File: config.mk
export PLATFORM = sky130hd
export DESIGN_NAME = ofb_msg_sequencer
export DESIGN_NICKNAME = d
export VERILOG_FILES = /design/src/rtl/ofb_pkg.sv /design/src/rtl/ofb_wdog.sv /design/src/rtl/ofb_msg_sequencer.sv
export SDC_FILE = /design/constraint.sdc
export NUM_CORES = 1
export LEC_CHECK = 0
export CAP_MARGIN = 20
export CORE_AREA = 5 5 412 414
export DETAILED_ROUTE_END_ITERATION = 10
export DIE_AREA = 0 0 417 419
export HOLD_SLACK_MARGIN = 0.15
export SLEW_MARGIN = 20
export SYNTH_ARGS = -nofsm -noshare
export SYNTH_HDL_FRONTEND = slang
export SYNTH_SLANG_ARGS = --single-unit
export TNS_END_PERCENT = 10
File: constraint.sdc
create_clock -name clk -period 4.3 [get_ports clk]
set_input_delay 1.29 -clock clk [delete_from_list [all_inputs] [get_ports clk]]
set_output_delay 1.29 -clock clk [all_outputs]
set_load 0.1 [all_outputs]
File: src/rtl/ofb_pkg.sv
`default_nettype none
// ------------------------------------------------------------------
// ofb_pkg : shared widths and FSM encoding for the OFB sequencer
// Rev 1.0
// ------------------------------------------------------------------
package ofb_pkg;

  localparam int BLK_W = 128;
  localparam int KEY_W = 128;

  localparam logic [2:0] ST_IDLE    = 3'd0;
  localparam logic [2:0] ST_WAIT_IN = 3'd1;
  localparam logic [2:0] ST_LOAD    = 3'd2;
  localparam logic [2:0] ST_RUN     = 3'd3;
  localparam logic [2:0] ST_OUT     = 3'd4;
  localparam logic [2:0] ST_ERR     = 3'd5;

  typedef enum logic [2:0] {
    S_IDLE    = ST_IDLE,
    S_WAIT_IN = ST_WAIT_IN,
    S_LOAD    = ST_LOAD,
    S_RUN     = ST_RUN,
    S_OUT     = ST_OUT,
    S_ERR     = ST_ERR
  } state_t;

endpackage
`default_nettype wire

File: src/rtl/ofb_wdog.sv
`default_nettype none
// ------------------------------------------------------------------
// ofb_wdog : loadable down-counter flagging a core that never answers
// Rev 1.0
// ------------------------------------------------------------------
module ofb_wdog #(
  parameter int TIMEOUT = 32
) (
  input  logic clk,
  input  logic rst_n,
  input  logic i_load,
  input  logic i_en,
  output logic o_expired
);

  localparam int                 c_cnt_w   = $clog2(TIMEOUT + 1);
  localparam logic [c_cnt_w-1:0] c_timeout = c_cnt_w'(TIMEOUT);
  localparam logic [c_cnt_w-1:0] c_one     = c_cnt_w'(1);

  logic [c_cnt_w-1:0] r_cnt;

  always_ff @(posedge clk or negedge rst_n) begin
    if (!rst_n) begin
      r_cnt <= '0;
    end else if (i_load) begin
      r_cnt <= c_timeout;
    end else if (i_en && (r_cnt != '0)) begin
      r_cnt <= r_cnt - c_one;
    end
  end

  // Expiry is the cycle whose decrement would reach zero.
  assign o_expired = i_en && (r_cnt == c_one);

endmodule
`default_nettype wire

File: src/rtl/ofb_msg_sequencer.sv
`default_nettype none
// ------------------------------------------------------------------
// ofb_msg_sequencer : streams a multi-block message through one OFB core
// Rev 1.0
// ------------------------------------------------------------------
module ofb_msg_sequencer
  import ofb_pkg::*;
#(
  parameter int LEN_W   = 16,
  parameter int TIMEOUT = 32
) (
  input  logic             clk,
  input  logic             rst_n,
  input  logic             msg_start,
  input  logic             msg_abort,
  input  logic [KEY_W-1:0] msg_key,
  input  logic [BLK_W-1:0] msg_iv,
  input  logic [LEN_W-1:0] msg_len,
  input  logic             in_valid,
  output logic             in_ready,
  input  logic [BLK_W-1:0] in_data,
  output logic             out_valid,
  input  logic             out_ready,
  output logic [BLK_W-1:0] out_data,
  output logic             out_last,
  output logic             core_ld,
  output logic [KEY_W-1:0] core_key,
  output logic [BLK_W-1:0] core_iv,
  output logic [BLK_W-1:0] core_data_in,
  input  logic             core_done,
  input  logic [BLK_W-1:0] core_data_out,
  output logic             busy,
  output logic             msg_done,
  output logic             err
);

  localparam logic [LEN_W-1:0] c_len_one = LEN_W'(1);

  state_t           r_state;
  state_t           w_next;
  logic [KEY_W-1:0] r_key;
  logic [BLK_W-1:0] r_iv;
  logic [BLK_W-1:0] r_data;
  logic [BLK_W-1:0] r_out;
  logic [LEN_W-1:0] r_rem;
  logic             r_err;
  logic             r_msg_done;

  logic w_start_ok;
  logic w_in_acc;
  logic w_core_acc;
  logic w_out_acc;
  logic w_last;
  logic w_wd_en;
  logic w_wd_expired;

  assign w_last     = (r_rem == c_len_one);
  assign w_start_ok = (r_state == S_IDLE) && msg_start && (msg_len != '0) && !msg_abort;
  assign w_in_acc   = (r_state == S_WAIT_IN) && in_valid && !msg_abort;
  assign w_core_acc = (r_state == S_RUN) && core_done && !msg_abort;
  assign w_out_acc  = (r_state == S_OUT) && out_ready && !msg_abort;
  // The count starts on the core_ld cycle so err lands TIMEOUT cycles after core_ld.
  assign w_wd_en    = (r_state == S_LOAD) || (r_state == S_RUN);

  ofb_wdog #(
    .TIMEOUT (TIMEOUT)
  ) u_wdog (
    .clk       (clk),
    .rst_n     (rst_n),
    .i_load    (w_in_acc),
    .i_en      (w_wd_en),
    .o_expired (w_wd_expired)
  );

  always_ff @(posedge clk or negedge rst_n) begin
    if (!rst_n) begin
      r_state <= S_IDLE;
    end else begin
      r_state <= w_next;
    end
  end

  always_comb begin
    w_next = r_state;
    case (r_state)
      S_IDLE:    if (msg_start && (msg_len != '0)) w_next = S_WAIT_IN;
      S_WAIT_IN: if (in_valid) w_next = S_LOAD;
      S_LOAD:    w_next = S_RUN;
      S_RUN: begin
        if (core_done) begin
          w_next = S_OUT;
        end else if (w_wd_expired) begin
          w_next = S_ERR;
        end
      end
      S_OUT:     if (out_ready) w_next = w_last ? S_IDLE : S_WAIT_IN;
      S_ERR:     w_next = S_ERR;
      default:   w_next = S_IDLE;
    endcase
    if (msg_abort) begin
      w_next = S_IDLE;
    end
  end

  always_ff @(posedge clk or negedge rst_n) begin
    if (!rst_n) begin
      r_key      <= '0;
      r_iv       <= '0;
      r_data     <= '0;
      r_out      <= '0;
      r_rem      <= '0;
      r_err      <= 1'b0;
      r_msg_done <= 1'b0;
    end else begin
      r_msg_done <= w_out_acc && w_last;
      if (msg_abort) begin
        r_err <= 1'b0;
      end else if ((r_state == S_RUN) && !core_done && w_wd_expired) begin
        r_err <= 1'b1;
      end
      if (w_start_ok) begin
        r_key <= msg_key;
        r_iv  <= msg_iv;
        r_rem <= msg_len;
      end
      if (w_in_acc) begin
        r_data <= in_data;
      end
      // OFB chaining: recover the raw keystream block as the next IV.
      if (w_core_acc) begin
        r_out <= core_data_out;
        r_iv  <= core_data_out ^ r_data;
      end
      if (w_out_acc) begin
        r_rem <= r_rem - c_len_one;
      end
    end
  end

  assign in_ready     = (r_state == S_WAIT_IN);
  assign out_valid    = (r_state == S_OUT);
  assign out_data     = r_out;
  assign out_last     = (r_state == S_OUT) && w_last;
  assign core_ld      = (r_state == S_LOAD);
  assign core_key     = r_key;
  assign core_iv      = r_iv;
  assign core_data_in = r_data;
  assign busy         = (r_state != S_IDLE);
  assign msg_done     = r_msg_done;
  assign err          = r_err;

endmodule
`default_nettype wire
==> impl_metrics.ini <==
[status]
status = complete, no violations

[clock_network]
cts_root_buf = clkbuf_16
htree_num_levels = 3
cts.sinks = 539
hold_buffers = 0
cts.path.max_buffers = 3
clkTransAtPathRegs_ns = 0.06
cts-buffers-inserted = 74
cts_tree = built
cts_resized = 0
post-cts-setup-buffer-count = 0
clkLatencyLatePin_ns = 0.66

[route]
met2WireLength_um = 71900
wirelength_met1_um = 57600
ant_nets = 0
wl_um = 148000
drc = 0
wl_met3_um = 14100
viasPerCell = 3.80
drtIter0Drc = 1672
wl_per_cell_um = 26.5
first_pass_iters = 5
highest_layer = met5
vias = 21200

[floorplan]
initial_core_util_pct = 13.7
fp.dieH_um = 419
dieArea_um2 = 175000
ios = 1054
core_region_area_um2 = 166000
row_count = 150
dieWidth_um = 417

[worst_setup_path]
critPathRequiredTime_ns = 3.01
crit_top_cell = buf_4
worstSetupEndpointType = primary output
r2r-start = r_state[0]$_DFFE_PN0P_
cp_max_fo = 5
critPathTopFamily = simple AND/OR/NAND/NOR gates
crit_type = reg -> out
cp_num_buf_inv = 2
r2r_end = core_iv[44]$_DFFE_PN0P_
r2r_slack_ns = 1.63
reg2regPathDepth = 7
crit_chain = nor4_1, nor3b_1, buf_4, nand4_1, nor3_2, buf_4
critPathSlowestCell = dfrtp_1
crit_arrival_ns = 2.53
path_depth = 6
cp-startpoint = r_rem[9]$_DFFE_PN0P_
crit_path_start_kind = register
crit_path_max_incr_delay_ns = 0.41
crit_path_end = out_last

[synth]
synthSimpleGateAreaFrac_pct = 20.1
synth-xor-area-share_pct = 5.06
synth_edf_count = 0
synth_top_family_by_area = simple AND/OR/NAND/NOR gates
synth_fa_ha_area_share_pct = 0.276
ys_seq_area_share_pct = 59.5
synthCells = 2247
synth.avg_cell_area_um2 = 10.1
synth_mux_area_share_pct = 6.54
synth_top_area_cell = dfrtp_1
netlist.area_leader.share_pct = 59.5
syn-num-nets = 2787
syn-cell-area_um2 = 22700
synth-compound-area-share_pct = 5.40
yosys_warnings = 0
async_flop_share_pct = 100
synth.area.top_cells = dfrtp_1 (60%), nand2_1 (15%), mux2_2 (6.0%), xnor2_1 (4.8%), o211ai_1 (4.3%)
synth-main-ff-cell = dfrtp_1
yosys_register_bits = 539
synth_cell_types = 52

[pwr]
cellLeakagePower_nw = 16.9
p_per_area_nw_per_um2 = 1010
total_power_w = 0.0385
vdd_drop_max_uv = 713

[grt]
grt_max_degree = 102
grt_pass1_vias = 21600
track_usage_pct = 16.2
grt_overflow = 0
grt_pass1_wl_um = 195000
antenna_found_initial = 42

[run]
cap_violations = 0

[finish]
nNetsFinal = 3854
area_growth_pct = 68.6
drive_gt1_share_pct = 16.2

[timing]
max_freq_mhz = 262
period_needed_ns = 3.82
fin_tns_setup_ns = 0
tightest_slew_ns = 1.12
finalClockSkew_ns = 0.0256
hold_viol_final = 0
slew_headroom_pct = 24.8
finalCritPeriodShare_pct = 88.9
report.final.slew_viol_count = 0
setup_violations = 0
rsz0062_at_grt = false

[worst_hold_path]
holdPathStages = 2
hold_class = reg -> reg

[placed_design]
routabilityCongestion = 0.916
io_buffers = 1053
dp_hpwl_um = 121000
-- worst min-delay path by stage --
stage	start	slack, ns	end
2_1_floorplan	r_rem[15]$_DFFE_PN0P_	0.45	r_rem[15]$_DFFE_PN0P_
3_3_place_gp	core_key[105]$_DFFE_PN0P_	0.46	core_key[105]$_DFFE_PN0P_
3_5_place_dp	core_key[79]$_DFFE_PN0P_	0.46	core_key[79]$_DFFE_PN0P_
4_1_cts	core_key[79]$_DFFE_PN0P_	0.48	core_key[79]$_DFFE_PN0P_
5_1_grt	core_key[121]$_DFFE_PN0P_	0.49	core_key[121]$_DFFE_PN0P_
6_report	core_key[126]$_DFFE_PN0P_	0.47	core_key[126]$_DFFE_PN0P_
-- cell families after synthesis --
kind of cell / Yosys count
adder cells (fa/ha/maj): 5
flip-flops: 539
XOR/XNOR: 131
AND/OR/NAND/NOR: 1130
multiplexers: 132
AO/OA/AOI/OAI: 167
buffers and inverters: 143
-- flip-flops by register name, summed over array words and instances (netlist names) --
signal and flops:
r_state 3, r_rem 16, out_data 128, core_key 128, err 1, msg_done 1, core_data_in 128, core_iv 128
u_wdog.r_cnt 6
-- per-layer routing --
metal	up-vias	global-route usage, %
met4	24	4.79
met2	911	27.1
met5	-	0
li1	9545	-
met3	193	6.46
met1	10600	19.1
-- worst register-to-register path: stages, from the launching register on --
cell,delay [ns]
dfrtp_1,0.62
and2b_1,0.28
nand2_1,0.09
or3_4,0.61
buf_12,0.31
buf_4,0.22
nor2_1,0.32
a31oi_1,0.09
-- cell usage after synthesis, types with 2 or more instances --
| cell type | n |
|---|---|
| nand2_1 | 920 |
| dfrtp_1 | 539 |
| nand3_1 | 134 |
| o211ai_1 | 129 |
| xnor2_1 | 124 |
| mux2_2 | 120 |
| clkbuf_1 | 61 |
| buf_2 | 39 |
| nor2_1 | 26 |
| buf_1 | 15 |
| buf_6 | 12 |
| a21oi_1 | 11 |
| buf_4 | 9 |
| mux2_1 | 8 |
| nor3_1 | 8 |
| inv_1 | 7 |
| nand2b_1 | 7 |
| nor4_1 | 7 |
| xor2_1 | 7 |
| a31oi_1 | 5 |
| ha_1 | 5 |
| o21ai_0 | 5 |
| mux2i_1 | 4 |
| nand4_1 | 4 |
| or3_1 | 4 |
| a221o_1 | 3 |
| and3_1 | 3 |
| nor3b_1 | 3 |
| a211oi_1 | 2 |
| and4_1 | 2 |
| nor2b_1 | 2 |
| o22ai_1 | 2 |
-- cells in the final DEF, fill, tap and decap left out, types with 5 or more instances in the layout --
cell / count
xor2_1: 7
mux2_2: 120
o21ai_0: 5
buf_4: 266
nor3_1: 7
buf_12: 31
inv_1: 7
a31oi_1: 5
diode_2: 16
nand2_1: 920
clkbuf_8: 15
clkinvlp_4: 5
dfrtp_1: 539
clkdlybuf4s50_1: 829
clkbuf_1: 13
ha_1: 5
nor4_1: 7
nor2_1: 26
clkbuf_16: 74
nand3_1: 132
a21oi_1: 11
mux2_1: 8
xnor2_1: 124
clkinv_2: 7
nand2b_1: 7
o211ai_1: 129
-- through the flow --
step / std cells / hold slack [ns] / cell area, µm² / setup slack, ns / util (%)
2_1_floorplan: 2247 / 0.449 / 22700 / 0.493 / -
3_3_place_gp: 5442 / 0.458 / 35700 / 0.444 / 21.5
3_5_place_dp: 5442 / 0.461 / 35700 / 0.432 / 21.5
4_1_cts: 5571 / 0.476 / 38200 / 0.383 / 23.0
5_1_grt: 5577 / 0.490 / 38200 / 0.241 / 23.0
6_report: 5587 / 0.473 / 38200 / 0.476 / 23.0
-- power breakdown --
| group | total [W] | internal [W] | switching (W) |
|---|---|---|---|
| logic | 0.0233 | 0.00485 | 0.0185 |
| registers | 0.00886 | 0.00707 | 0.00179 |
| clock network | 0.00636 | 0.00371 | 0.00265 |
-- area by class of cell --
class | instances | area [µm²]
tap | 2204 | 2760
multi-input combinational | 1565 | 8510
clock inverter | 27 | 359
antenna | 16 | 40.0
inverter | 7 | 26.3
timing repair buffer | 1127 | 10900
clock buffer | 102 | 2110
fill | 18000 | 128000
sequential | 539 | 13500
No activity file was read; power rests on OpenSTA's default activity.
